**config.mk**
```make
export PLATFORM = sky130hd
export DESIGN_NAME = timer_counter
export DESIGN_NICKNAME = d
export VERILOG_FILES = /design/src/rtl/timer_counter.sv
export SDC_FILE = /design/constraint.sdc
export NUM_CORES = 1
export LEC_CHECK = 0
export ABC_AREA = 1
export CAP_MARGIN = 20
export CELL_PAD_IN_SITES_DETAIL_PLACEMENT = 2
export CELL_PAD_IN_SITES_GLOBAL_PLACEMENT = 2
export CORE_ASPECT_RATIO = 1.1
export CORE_MARGIN = 3
export CORE_UTILIZATION = 31
export CTS_CLUSTER_SIZE = 25
export DETAILED_ROUTE_END_ITERATION = 12
export GPL_TIMING_DRIVEN = 0
export PLACE_DENSITY = 0.95
export REMOVE_ABC_BUFFERS = 1
export SYNTH_ARGS = -nofsm -noshare
export SYNTH_HDL_FRONTEND = slang
export SYNTH_SLANG_ARGS = --single-unit
```
**constraint.sdc**
```tcl
create_clock -name clk -period 3.8 [get_ports clk]
set_clock_uncertainty 0.1 [all_clocks]
set_input_delay 0.76 -clock clk [delete_from_list [all_inputs] [get_ports clk]]
set_output_delay 0.76 -clock clk [all_outputs]
set_load 0.02 [all_outputs]
```
**src/rtl/timer_counter.sv**
```systemverilog
// rtl/timer_counter.sv - memory-mapped 32-bit down-counting timer with one-shot and auto-reload modes
module timer_counter (
  input  logic        clk,
  input  logic        reset,
  input  logic [31:2] Addr,
  input  logic        WE,
  input  logic [31:0] Din,
  output logic [31:0] Dout,
  output logic        IRQ
);

  typedef enum logic [1:0] {
    S_IDLE = 2'd0,
    S_LOAD = 2'd1,
    S_CNT  = 2'd2,
    S_INT  = 2'd3
  } state_t;

  state_t      r_state;
  state_t      w_state_nxt;
  logic [3:0]  r_ctrl;
  logic [31:0] r_preset;
  logic [31:0] r_count;
  logic        r_irq;

  logic [31:0] w_count_nxt;
  logic        w_irq_nxt;
  logic        w_en_clr;
  logic        w_enable;
  logic        w_one_shot;
  logic        w_unused;

  assign w_enable   = r_ctrl[0];
  assign w_one_shot = (r_ctrl[2:1] == 2'b00);
  assign w_unused   = &{1'b0, Addr[31:4]};

  always_comb begin
    w_state_nxt = r_state;
    w_count_nxt = r_count;
    w_irq_nxt   = r_irq;
    w_en_clr    = 1'b0;
    case (r_state)
      S_IDLE: begin
        if (w_enable) begin
          w_irq_nxt   = 1'b0;
          w_state_nxt = S_LOAD;
        end
      end
      S_LOAD: begin
        w_count_nxt = r_preset;
        w_state_nxt = S_CNT;
      end
      S_CNT: begin
        if (!w_enable) begin
          w_state_nxt = S_IDLE;
        end else if (r_count > 32'd1) begin
          w_count_nxt = r_count - 32'd1;
        end else begin
          // PRESET of 0 lands here too, so it behaves exactly like PRESET of 1
          w_count_nxt = 32'd0;
          w_irq_nxt   = 1'b1;
          w_state_nxt = S_INT;
        end
      end
      S_INT: begin
        w_state_nxt = S_IDLE;
        if (w_one_shot) begin
          w_en_clr = 1'b1;
        end else begin
          w_irq_nxt = 1'b0;
        end
      end
      default: w_state_nxt = S_IDLE;
    endcase
  end

  // A bus write owns the cycle: the FSM and COUNT are frozen while WE is high
  always_ff @(posedge clk or posedge reset) begin
    if (reset) begin
      r_state  <= S_IDLE;
      r_ctrl   <= 4'h0;
      r_preset <= 32'h0;
      r_count  <= 32'h0;
      r_irq    <= 1'b0;
    end else if (WE) begin
      case (Addr[3:2])
        2'd0:    r_ctrl   <= Din[3:0];
        2'd1:    r_preset <= Din;
        default: ;
      endcase
    end else begin
      r_state <= w_state_nxt;
      r_count <= w_count_nxt;
      r_irq   <= w_irq_nxt;
      if (w_en_clr) begin
        r_ctrl[0] <= 1'b0;
      end
    end
  end

  always_comb begin
    Dout = 32'h0;
    case (Addr[3:2])
      2'd0:    Dout = {28'h0, r_ctrl};
      2'd1:    Dout = r_preset;
      2'd2:    Dout = r_count;
      default: Dout = 32'h0;
    endcase
  end

  assign IRQ = r_irq & r_ctrl[3];

endmodule
```
==> reports/metrics.cfg <==
[worst_setup_path]
r2r-start=r_state[0]
worstPathCellList=clkdlybuf4s50_1 > nand2_4 > o21ai_0 > clkdlybuf4s50_1
ff2ff_path_depth=6
crit_top_cell=clkdlybuf4s50_1
r2r-end=r_count[4]
cp_slowest_stage_delay_ns=0.73
cp-endpoint=Dout[13]
path_buf_inv=2
cp.arrival_ns=2.80
path_depth=4
crit_path_start_kind=input port
reg2reg_slack_ns=1.03
cp_max_fo=32
critPathTopFamily=buffers and inverters
slowest_stage=clkdlybuf4s50_1
worstSetupEndpointType=primary output
criticalPathCategory=in -> out
cp.required_ns=2.94
critPathLaunch=Addr[3]

[global_route]
grt-ovfl-total=0
grt_pass1_wl_um=27800
antenna_found_initial=0
grt_max_degree=65
grt_pass1_vias=5183
grt_usage_pct=22.2

[drt]
drtIter0Drc=192
drt-total-wl_um=17000
route.vias.total=4468
vias_per_cell=5.14
first_pass_iters=4
drc=0
antenna_left=0
avgRoutedWirePerCell_um=19.5

[sta]
fin_ws_ns=0.136
slew_violations=0
fin_crit_sh_pct=96.4
worst_pin_slew_ns=0.955
fmax_mhz=273
period_needed_ns=3.66
rsz0062_at_grt=no
max-slew-margin-rel_pct=36.1
finalHoldViolCount=0
final-setup-viol-count=0

[floorplan]
die_h_um=132
fp-row-count=45
top_level_ports=98
initial_utilization_pct=32.0
coreArea_mm2=0.0139
dieArea_mm2=0.0158
die_w_um=120

[finish]
area.growth.synth_to_final_pct=26.4
fillers=1671
postLayoutCoreUtil_pct=40.5
ff_latch_area_mm2=0.00178
drive_gt1_share_pct=8.52
multi_input_area_mm2=0.00225
n_antenna_cell=0
fin_nets=749

[cts]
cts.sink_count=71
clk_root_buffer_cell=clkbuf_16
path_clk_slew_ns=0.06
clk_path_buf_depth=2
cts_buffers=9
cts_tree=done
cts-htree-levels=3
insertion_delay_ns=0.35

[logic_synthesis]
yosysMostFrequentCell=nand2_1
synthTopCellsByCount=nand2_1 (139), inv_1 (85), dfrtp_1 (71)
synth_cells=613
synth-edff-count=0
synth_top_cells_by_area=dfrtp_1 (40%), nand2_1 (12%), inv_1 (7.2%)
yosysTopAreaCell=dfrtp_1
synth-seq-cells=71
syn-cell-area_mm2=0.00445
yosysSeqAreaShare_pct=39.9
async_reset_ff_share_pct=100
ys_warn_count=0
yosys_most_used_dff=dfrtp_1
synth_top_area_share_pct=39.9
synth.distinct_cells=31
syn_avg_cell_area_um2=7.26

[worst_hold_path]
min_path_type=reg -> reg

[power]
leakagePower_nw=2.52
p_total_w=0.00379
power.density_mw_per_mm2=674
ir_worst_vdd_mv=0.198

[place]
place_ws_ns=-0.401
hpwlAfterDp_um=11500
io_buffer_count=69
place.gp.congestion=0.859

[flow_run]
drv_cap=0

[status]
outcome=complete, no violations

## metrics by stage
step,cell area [um^2],hold WS (ns),TNS (ns),std cells
floorplan,4350,0.353,0,592
global route,5630,0.457,0,869
CTS,5610,0.430,0,868
global placement,5270,0.375,-24.01,849
finish,5630,0.425,0,869
detailed placement,5290,0.413,-9.16,850
## cells in the final DEF (no fill, tap or decap), types with 9 or more instances in the layout
| cell type | netlist | final |
|---|---|---|
| o22ai_1 | 9 | 9 |
| nor2_1 | 69 | 69 |
| clkdlybuf4s50_1 | 0 | 69 |
| o21ai_0 | 45 | 45 |
| dfrtp_1 | 71 | 71 |
| nand2_1 | 139 | 138 |
| a21oi_1 | 61 | 61 |
| mux2_2 | 18 | 18 |
| clkbuf_16 | 0 | 9 |
| nand3_1 | 28 | 28 |
| inv_1 | 85 | 84 |
| a21boi_1 | 13 | 13 |
## state kept, by name (all words and copies together), names as in the netlist
| name | count |
|---|---|
| r_count | 32 |
| r_preset | 32 |
| r_ctrl | 4 |
| r_state | 2 |
| r_irq | 1 |
## layout make-up
cell class | count | area share [%]
clock buffers | 15 | 4.94
inverters | 89 | 6.00
multi-input cells | 433 | 40.0
flip-flops and latches | 71 | 31.6
well taps | 188 | 4.18
repair buffers | 73 | 13.3
## worst reg2reg max path: cells and delay by family (launching register included)
kind	cells	cell delay, ns
compound gates	2	0.56
flops	1	0.41
fa+ha+maj	1	0.28
simple gates	1	0.80
buf+inv	2	0.51
## routing by layer
metal  vias up  routed length (um)  GRT usage (%)
met5         -                   0              0
met4         0                 560           10.1
met3        41                 493           2.93
met2        87                8840           39.3
met1      2231                7080           26.4
li1       2109                   -              -
## what timing repair did
action / in CTS / in global routing
endpoints found under the setup margin: 32 / 0
resized for setup: 4 / 0
setup buffers: 2 / 0
hold buffers: 0 / 0
## power by group
| part | internal (W) | total [W] | switching (W) | leakage (nW) |
|---|---|---|---|---|
| registers | 0.00101 | 0.00128 | 0.000265 | 0.812 |
| clock network | 0.000493 | 0.000830 | 0.000337 | 0.136 |
| logic | 0.000590 | 0.00168 | 0.00109 | 1.57 |
| total | 0.00210 | 0.00379 | 0.00169 | 2.52 |
## worst min-delay path by stage
stage,start,endpoint,slack (ns),cells past startpoint
2_1_floorplan,r_irq,r_irq,0.35,2
3_3_place_gp,r_irq,r_irq,0.38,2
3_5_place_dp,r_preset[3],r_preset[3],0.41,2
4_1_cts,r_preset[0],r_preset[0],0.43,2
5_1_grt,r_preset[0],r_preset[0],0.46,2
6_report,r_preset[0],r_preset[0],0.43,2
## kinds of logic (layout without fill, tap and decap cells)
group / Yosys count / count (layout) / synth area share [%]
xor gates and xnor gates: 7 / 7 / 1.38
adders and majority gates: 7 / 7 / 1.97
AOI/OAI and AO/OA: 138 / 138 / 17.1
and+or+nand+nor: 261 / 262 / 24.9
DFF: 71 / 71 / 39.9
muxes: 19 / 19 / 4.81
buffers and inverters: 110 / 177 / 9.89
Power figures use the tool's default switching activity.
